<file path="src/rtl/l2_line_width_bridge_if.sv">
`default_nettype none
// ============================================================================
// Module      : l2_line_width_bridge_if
// Description : Arbiter-side and L2-side signal bundle for the line width
//               bridge; slave = bridge view, master = arbiter/L2 view.
// Revision    : 1.0 - initial release
// ============================================================================
interface l2_line_width_bridge_if #(
    parameter int ADDR_W   = 32,
    parameter int L2_LINE  = 256,
    parameter int ARB_LINE = 128
);
    logic                    arb_read;
    logic                    arb_write;
    logic [ADDR_W-1:0]       arb_address;
    logic [ARB_LINE-1:0]     arb_wdata;
    logic [ARB_LINE/8-1:0]   arb_wmask;
    logic [ARB_LINE-1:0]     arb_rdata;
    logic                    arb_resp;
    logic                    l2_read;
    logic                    l2_write;
    logic [ADDR_W-1:0]       l2_address;
    logic [L2_LINE-1:0]      l2_wdata;
    logic [L2_LINE/8-1:0]    l2_byte_enable;
    logic [L2_LINE-1:0]      l2_rdata;
    logic                    l2_resp;

    modport slave (
        input  arb_read, arb_write, arb_address, arb_wdata, arb_wmask,
        input  l2_rdata, l2_resp,
        output arb_rdata, arb_resp,
        output l2_read, l2_write, l2_address, l2_wdata, l2_byte_enable
    );

    modport master (
        output arb_read, arb_write, arb_address, arb_wdata, arb_wmask,
        output l2_rdata, l2_resp,
        input  arb_rdata, arb_resp,
        input  l2_read, l2_write, l2_address, l2_wdata, l2_byte_enable
    );
endinterface
`default_nettype wire

</file>
<file path="src/rtl/l2_line_width_bridge.sv">
`default_nettype none
// ============================================================================
// Module      : l2_line_width_bridge
// Description : Registered arbiter-line to L2-line width bridge with a
//               one-entry L2 line read buffer.
// Revision    : 1.0 - initial release
// ============================================================================
module l2_line_width_bridge #(
    parameter int ADDR_W   = 32,
    parameter int L2_LINE  = 256,
    parameter int ARB_LINE = 128,
    parameter bit BUF_EN   = 1'b1
) (
    input wire                    clk,
    input wire                    rst_n,
    l2_line_width_bridge_if.slave bus
);
    localparam int c_R_RATIO   = L2_LINE / ARB_LINE;
    localparam int c_SEL_W     = (c_R_RATIO > 1) ? $clog2(c_R_RATIO) : 1;
    localparam int c_ARB_BYTES = ARB_LINE / 8;
    localparam int c_L2_BYTES  = L2_LINE / 8;
    localparam int c_OFF_A     = $clog2(c_ARB_BYTES);
    localparam int c_OFF_L     = $clog2(c_L2_BYTES);
    localparam int c_TAG_W     = ADDR_W - c_OFF_L;

    localparam logic [1:0] c_ST_IDLE  = 2'd0;
    localparam logic [1:0] c_ST_L2REQ = 2'd1;
    localparam logic [1:0] c_ST_RESP  = 2'd2;

    logic [1:0]             r_state;
    logic                   r_is_write;
    logic [c_SEL_W-1:0]     r_slot;
    logic [c_TAG_W-1:0]     r_tag;
    logic [ARB_LINE-1:0]    r_wdata;
    logic [c_ARB_BYTES-1:0] r_wmask;

    logic [c_SEL_W-1:0]     w_slot;
    logic [c_TAG_W-1:0]     w_tag;
    logic                   w_buf_valid;
    logic [c_TAG_W-1:0]     w_buf_tag;
    logic [L2_LINE-1:0]     w_buf_line;
    logic                   w_hit;
    logic                   w_done;
    logic [c_L2_BYTES-1:0]  w_be;
    logic [ARB_LINE-1:0]    w_buf_slot_data;
    logic [ARB_LINE-1:0]    w_l2_slot_data;
    logic                   w_unused;

    generate
        if (c_R_RATIO > 1) begin : g_slot_multi
            assign w_slot = bus.arb_address[c_OFF_A +: c_SEL_W];
        end else begin : g_slot_single
            assign w_slot = '0;
        end
    endgenerate

    assign w_tag    = bus.arb_address[ADDR_W-1:c_OFF_L];
    assign w_hit    = w_buf_valid && (w_buf_tag == w_tag);
    assign w_done   = (r_state == c_ST_L2REQ) && bus.l2_resp;
    assign w_unused = &{1'b0, bus.arb_address[c_OFF_A-1:0]};

    always_comb begin
        w_be            = '0;
        w_buf_slot_data = '0;
        w_l2_slot_data  = '0;
        for (int s = 0; s < c_R_RATIO; s++) begin
            if (w_slot == c_SEL_W'(s)) begin
                w_be[s*c_ARB_BYTES +: c_ARB_BYTES] = bus.arb_wmask;
                w_buf_slot_data = w_buf_line[s*ARB_LINE +: ARB_LINE];
            end
            if (r_slot == c_SEL_W'(s)) begin
                w_l2_slot_data = bus.l2_rdata[s*ARB_LINE +: ARB_LINE];
            end
        end
    end

    generate
        if (BUF_EN) begin : g_buf_on
            logic               r_buf_valid;
            logic [c_TAG_W-1:0] r_buf_tag;
            logic [L2_LINE-1:0] r_buf_line;
            logic [L2_LINE-1:0] w_merged;
            logic               w_merge;

            // Keep the buffer coherent with L2 when a write lands on the buffered line.
            assign w_merge = w_done && r_is_write && r_buf_valid && (r_buf_tag == r_tag);

            always_comb begin
                w_merged = r_buf_line;
                for (int s = 0; s < c_R_RATIO; s++) begin
                    if (r_slot == c_SEL_W'(s)) begin
                        for (int b = 0; b < c_ARB_BYTES; b++) begin
                            if (r_wmask[b]) begin
                                w_merged[s*ARB_LINE + b*8 +: 8] = r_wdata[b*8 +: 8];
                            end
                        end
                    end
                end
            end

            always_ff @(posedge clk or negedge rst_n) begin
                if (!rst_n) begin
                    r_buf_valid <= 1'b0;
                    r_buf_tag   <= '0;
                    r_buf_line  <= '0;
                end else if (w_done && !r_is_write) begin
                    r_buf_valid <= 1'b1;
                    r_buf_tag   <= r_tag;
                    r_buf_line  <= bus.l2_rdata;
                end else if (w_merge) begin
                    r_buf_line  <= w_merged;
                end
            end

            assign w_buf_valid = r_buf_valid;
            assign w_buf_tag   = r_buf_tag;
            assign w_buf_line  = r_buf_line;
        end else begin : g_buf_off
            assign w_buf_valid = 1'b0;
            assign w_buf_tag   = '0;
            assign w_buf_line  = '0;
        end
    endgenerate

    always_ff @(posedge clk or negedge rst_n) begin
        if (!rst_n) begin
            r_state            <= c_ST_IDLE;
            r_is_write         <= 1'b0;
            r_slot             <= '0;
            r_tag              <= '0;
            r_wdata            <= '0;
            r_wmask            <= '0;
            bus.arb_rdata      <= '0;
            bus.arb_resp       <= 1'b0;
            bus.l2_read        <= 1'b0;
            bus.l2_write       <= 1'b0;
            bus.l2_address     <= '0;
            bus.l2_wdata       <= '0;
            bus.l2_byte_enable <= '0;
        end else begin
            case (r_state)
                c_ST_IDLE: begin
                    if (bus.arb_write) begin
                        r_is_write         <= 1'b1;
                        r_slot             <= w_slot;
                        r_tag              <= w_tag;
                        r_wdata            <= bus.arb_wdata;
                        r_wmask            <= bus.arb_wmask;
                        bus.l2_write       <= 1'b1;
                        bus.l2_address     <= {w_tag, {c_OFF_L{1'b0}}};
                        bus.l2_wdata       <= {c_R_RATIO{bus.arb_wdata}};
                        bus.l2_byte_enable <= w_be;
                        r_state            <= c_ST_L2REQ;
                    end else if (bus.arb_read) begin
                        r_is_write <= 1'b0;
                        r_slot     <= w_slot;
                        r_tag      <= w_tag;
                        if (w_hit) begin
                            bus.arb_rdata <= w_buf_slot_data;
                            bus.arb_resp  <= 1'b1;
                            r_state       <= c_ST_RESP;
                        end else begin
                            bus.l2_read        <= 1'b1;
                            bus.l2_address     <= {w_tag, {c_OFF_L{1'b0}}};
                            bus.l2_byte_enable <= '0;
                            r_state            <= c_ST_L2REQ;
                        end
                    end
                end
                c_ST_L2REQ: begin
                    if (bus.l2_resp) begin
                        bus.l2_read  <= 1'b0;
                        bus.l2_write <= 1'b0;
                        bus.arb_resp <= 1'b1;
                        if (!r_is_write) begin
                            bus.arb_rdata <= w_l2_slot_data;
                        end
                        r_state <= c_ST_RESP;
                    end
                end
                c_ST_RESP: begin
                    bus.arb_resp <= 1'b0;
                    r_state      <= c_ST_IDLE;
                end
                default: begin
                    r_state <= c_ST_IDLE;
                end
            endcase
        end
    end
endmodule
`default_nettype wire

</file>
<file path="src/flat_wrapper.sv">
// flat-port wrapper written by rule: the top's interface ports become plain ports
module l2_line_width_bridge_flat 
#(
    parameter int ADDR_W   = 32,
    parameter int L2_LINE  = 256,
    parameter int ARB_LINE = 128,
    parameter bit BUF_EN   = 1'b1
)
  (clk, rst_n, bus_arb_read, bus_arb_write, bus_arb_address, bus_arb_wdata, bus_arb_wmask, bus_l2_rdata, bus_l2_resp, bus_arb_rdata, bus_arb_resp, bus_l2_read, bus_l2_write, bus_l2_address, bus_l2_wdata, bus_l2_byte_enable);
  l2_line_width_bridge_if #(.ADDR_W(ADDR_W), .L2_LINE(L2_LINE), .ARB_LINE(ARB_LINE)) bus_i ();
  input wire clk;
  input wire rst_n;
  input wire logic [$bits(bus_i.arb_read)-1:0] bus_arb_read;
  input wire logic [$bits(bus_i.arb_write)-1:0] bus_arb_write;
  input wire logic [$bits(bus_i.arb_address)-1:0] bus_arb_address;
  input wire logic [$bits(bus_i.arb_wdata)-1:0] bus_arb_wdata;
  input wire logic [$bits(bus_i.arb_wmask)-1:0] bus_arb_wmask;
  input wire logic [$bits(bus_i.l2_rdata)-1:0] bus_l2_rdata;
  input wire logic [$bits(bus_i.l2_resp)-1:0] bus_l2_resp;
  output wire logic [$bits(bus_i.arb_rdata)-1:0] bus_arb_rdata;
  output wire logic [$bits(bus_i.arb_resp)-1:0] bus_arb_resp;
  output wire logic [$bits(bus_i.l2_read)-1:0] bus_l2_read;
  output wire logic [$bits(bus_i.l2_write)-1:0] bus_l2_write;
  output wire logic [$bits(bus_i.l2_address)-1:0] bus_l2_address;
  output wire logic [$bits(bus_i.l2_wdata)-1:0] bus_l2_wdata;
  output wire logic [$bits(bus_i.l2_byte_enable)-1:0] bus_l2_byte_enable;
  assign bus_i.arb_read = bus_arb_read;
  assign bus_i.arb_write = bus_arb_write;
  assign bus_i.arb_address = bus_arb_address;
  assign bus_i.arb_wdata = bus_arb_wdata;
  assign bus_i.arb_wmask = bus_arb_wmask;
  assign bus_i.l2_rdata = bus_l2_rdata;
  assign bus_i.l2_resp = bus_l2_resp;
  assign bus_arb_rdata = bus_i.arb_rdata;
  assign bus_arb_resp = bus_i.arb_resp;
  assign bus_l2_read = bus_i.l2_read;
  assign bus_l2_write = bus_i.l2_write;
  assign bus_l2_address = bus_i.l2_address;
  assign bus_l2_wdata = bus_i.l2_wdata;
  assign bus_l2_byte_enable = bus_i.l2_byte_enable;
  l2_line_width_bridge #(.ADDR_W(ADDR_W), .L2_LINE(L2_LINE), .ARB_LINE(ARB_LINE), .BUF_EN(BUF_EN)) u_core (.clk(clk), .rst_n(rst_n), .bus(bus_i));
endmodule
</file>
<file path="config.mk">
export PLATFORM = sky130hd
export DESIGN_NAME = l2_line_width_bridge_flat
export DESIGN_NICKNAME = d
export VERILOG_FILES = /design/src/rtl/l2_line_width_bridge_if.sv /design/src/rtl/l2_line_width_bridge.sv /design/src/flat_wrapper.sv
export SDC_FILE = /design/constraint.sdc
export NUM_CORES = 1
export LEC_CHECK = 0
export CORE_AREA = 8 8 339 341
export CTS_BUF_LIST = sky130_fd_sc_hd__clkbuf_4 sky130_fd_sc_hd__clkbuf_8
export CTS_CLUSTER_DIAMETER = 200
export DETAILED_ROUTE_END_ITERATION = 8
export DIE_AREA = 0 0 347 349
export GPL_ROUTABILITY_DRIVEN = 0
export PLACE_DENSITY = 0.65
export SETUP_SLACK_MARGIN = 0.4
export SYNTH_ARGS = -nofsm -noshare
export SYNTH_HDL_FRONTEND = slang
export SYNTH_SLANG_ARGS = --single-unit
export TNS_END_PERCENT = 5
</file>
<file path="constraint.sdc">
create_clock -name clk -period 2.3 [get_ports clk]
set_input_delay 0.46 -clock clk [delete_from_list [all_inputs] [get_ports clk]]
set_output_delay 0.46 -clock clk [all_outputs]
set_load 0.01 [all_outputs]
</file>
==> impl_metrics.json <==
{
  "final_area_um2": 50500,
  "critPathMaxStageDelay_ns": 0.62,
  "layout-drive-gt1-share": 0.191,
  "critPathLaunch": "u_core.r_tag[11]",
  "yosysMostFrequentCell": "nand2_1",
  "htreeDepth": 3,
  "cp.required_ns": 2.98,
  "synth-simple-area-share": 0.181,
  "synthFlopType": "dfrtp_1",
  "ant_nets": 0,
  "power_density_nw_per_um2": 1330,
  "crit_end": "u_core.g_buf_on.r_buf_line[37]",
  "muxShareOfSynthArea": 0.0954,
  "ys_warn_count": 0,
  "violations": "setup timing",
  "synth_area_um2": 35000,
  "period_share": 1.19,
  "synth_cells": 3827,
  "post_drt_wl_per_cell_um": 23.8,
  "min_period_ns": 2.73,
  "rr_startpoint": "u_core.r_tag[11]",
  "num_vias": 33729,
  "chipWidth_um": 347,
  "cts_buffers": 119,
  "worstSetupEndpointType": "register",
  "grt_max_degree": 124,
  "async_flop_share": 1.00,
  "io_pins": 888,
  "start_util": 0.320,
  "synth_edf_count": 0,
  "path_clk_slew_ns": 0.06,
  "wl_um": 148000,
  "viasPerCell": 5.44,
  "die_h_um": 349,
  "dp_hpwl_um": 108000,
  "worst-r2r-cell-count": 6,
  "worstMarginPinSlew_ns": 0.850,
  "fin_util": 0.460,
  "synthAdderAreaFrac": 0,
  "firstDrtPassIters": 5,
  "drc_errors": 0,
  "synth_top_family_by_area": "simple AND/OR/NAND/NOR gates",
  "layout.nets": 5097,
  "criticalPathCategory": "register to register",
  "min_path_type": "input port to asynchronous set/reset pin",
  "cts_tree": "built",
  "cp-start-kind": "register",
  "ys_seq_area_frac": 0.464,
  "port_buffers": 878,
  "synth_compound_area_frac": 0.174,
  "rsz0062_at_grt": "yes",
  "p_leak_nw": 21.3,
  "drt_iter0_drc": 2824,
  "n_fill_cell": 10492,
  "area_growth_pct": 44.0,
  "setup_violations": 483,
  "maxCapViolCount": 0,
  "dieArea_um2": 121000,
  "synth.area.top_cells": "dfrtp_1 (46%), nand2_1 (7.1%), mux2_2 (5.9%)",
  "cts-root-buf": "clkbuf_8",
  "max-slew-margin-rel": 0.434,
  "worstPathArrival_ns": 3.41,
  "clock_skew_ns": 0.0754,
  "grt_antenna_before_repair": 22,
  "synth_top_area_share": 0.464,
  "final-hold-violation-count": 0,
  "grt_pass1_vias": 33991,
  "insertion_delay_ns": 0.80,
  "crit_fanout": 123,
  "status": "complete, but fails checks",
  "fmax_mhz": 366,
  "synth_top_area_cell": "dfrtp_1",
  "yosysUniqueCellTypes": 34,
  "place_ws_ns": -0.521,
  "avgSynthCellArea_um2": 9.15,
  "slowest_stage": "or4_1",
  "overflow": 0,
  "core_area_um2": 110000,
  "rows": 122,
  "grt_first_pass_wirelength_um": 219000,
  "cts_sinks": 649,
  "path_cells": "xnor2_2 -> nand4_1 -> or4_4 -> buf_12 -> or4_1 -> a31oi_1",
  "placed_area_um2": 46600,
  "hold_slack_ns": 0.165,
  "rrSetupSlack_ns": -0.43,
  "track_usage": 0.231,
  "worst_slack_ns": -0.434,
  "cts_max_path_buffers": 3,
  "synth_common_cells": "nand2_1 (667), dfrtp_1 (649), clkbuf_1 (322)",
  "synth_xor_area_frac": 0.0135,
  "irDropWorstVdd_uv": 849,
  "drv_slew": 0,
  "synth_seq_cells": 649,
  "r2r_end": "u_core.g_buf_on.r_buf_line[37]"
}
==> per-layer routing <==
layer	part of all wire	vias up	GRT usage
li1	-	15286	-
met1	0.42	16626	0.301
met2	0.47	1534	0.377
met3	0.080	275	0.0551
met4	0.032	8	0.0791
met5	0.00032	-	0
==> stage by stage <==
| stage | TNS (ns) | total power [mW] | cells |
|---|---|---|---|
| after detailed placement | -175.14 | 54.3 | 5945 |
| after global placement | -172.78 | 53.7 | 5945 |
| after global routing | -109.29 | 71.1 | 6193 |
| final | -61.80 | 67.2 | 6198 |
| after floorplan | 0 | 37.8 | 3831 |
| after CTS | -83.53 | 66.9 | 6174 |
==> how the worst min path moves through the flow <==
stage | start | end | slack (ns) | cells after the start
6_report | rst_n | u_core.r_wdata[106] | 0.16 | 2
5_1_grt | bus_arb_wdata[6] | u_core.r_wdata[6] | 0.13 | 3
4_1_cts | bus_arb_wdata[6] | u_core.r_wdata[6] | 0.07 | 3
3_5_place_dp | rst_n | u_core.r_wdata[106] | 0.39 | 1
3_3_place_gp | rst_n | u_core.r_wdata[106] | 0.39 | 1
2_1_floorplan | rst_n | u_core.bus.arb_rdata[0] | 0.16 | 0
==> final cells by class <==
| class | instances | area, µm² | area share |
|---|---|---|---|
| multi-input combinational | 2662 | 16900 | 0.334 |
| timing repair buffer | 1228 | 12900 | 0.255 |
| sequential | 649 | 16300 | 0.323 |
| clock inverter | 32 | 308 | 0.00610 |
| antenna | 19 | 47.5 | 0.000942 |
| clock buffer | 182 | 2300 | 0.0457 |
| tap | 1426 | 1780 | 0.0354 |
==> what timing repair did <==
| item | CTS | global route |
|---|---|---|
| buffers inserted | 5 | 3 |
| hold buffers | 1 | 0 |
| gates cloned | 9 | 2 |
| pin swaps | 99 | 60 |
| hold endpoints to repair | 469 | 0 |
| setup endpoints to repair | 890 | 891 |
| resized for setup | 77 | 268 |
==> where the power goes <==
| part | total (mW) | leakage [nW] | internal (mW) | switching, mW |
|---|---|---|---|---|
| clock | 12.1 | 1.38 | 6.75 | 5.36 |
| combinational | 32.1 | 12.4 | 16.2 | 15.9 |
| sequential | 22.9 | 7.54 | 17.1 | 5.85 |
| total | 67.2 | 21.3 | 40.0 | 27.1 |
==> state kept, by name, indices dropped and copies added, names as in the netlist, 2 cells and up <==
signal	cells
u_core.bus.arb_rdata	128
u_core.bus.l2_address	27
u_core.bus.l2_byte_enable	32
u_core.g_buf_on.r_buf_line	256
u_core.g_buf_on.r_buf_tag	27
u_core.r_state	2
u_core.r_tag	27
u_core.r_wdata	127
u_core.r_wmask	16
==> cells in the final DEF (no fill, tap or decap), types with 9 or more instances in the layout <==
| cell | n |
|---|---|
| clkdlybuf4s50_1 | 811 |
| nand2_1 | 666 |
| dfrtp_1 | 614 |
| nor2_1 | 258 |
| a21oi_1 | 255 |
| a31oi_1 | 253 |
| buf_4 | 240 |
| o31ai_1 | 190 |
| mux2_2 | 183 |
| clkbuf_8 | 151 |
| nor2b_1 | 129 |
| and3_1 | 129 |
| mux2i_1 | 128 |
| a211oi_1 | 128 |
| or4_1 | 120 |
| buf_12 | 83 |
| o31ai_2 | 55 |
| buf_6 | 45 |
| xnor2_1 | 37 |
| dfrtp_2 | 34 |
| a22o_1 | 32 |
| clkbuf_4 | 32 |
| dlymetal6s2s_1 | 28 |
| diode_2 | 19 |
| clkinv_2 | 19 |
| nand2b_1 | 17 |
| xor2_1 | 15 |
| nand4_1 | 11 |
| o31ai_4 | 11 |
| or4_4 | 9 |
==> logic make-up (layout without fill, tap and decap cells) <==
| logic type | count (synthesis) | after routing |
|---|---|---|
| DFF | 649 | 649 |
| xor gates and xnor gates | 54 | 54 |
| buffers and inverters | 520 | 1442 |
| other | 1 | 24 |
| and+or+nand+nor | 1356 | 1356 |
| AOI/OAI and AO/OA | 936 | 936 |
| muxes | 311 | 311 |
==> worst max-delay path, delay by kind of cell, from the launching register on <==
family          cells  cell delay (ns)
flops               1             0.42
compound gates      1             0.14
xor+xnor            1             0.23
simple gates        3             1.37
buf+inv             1             0.20
Power figures use the tool's default switching activity.
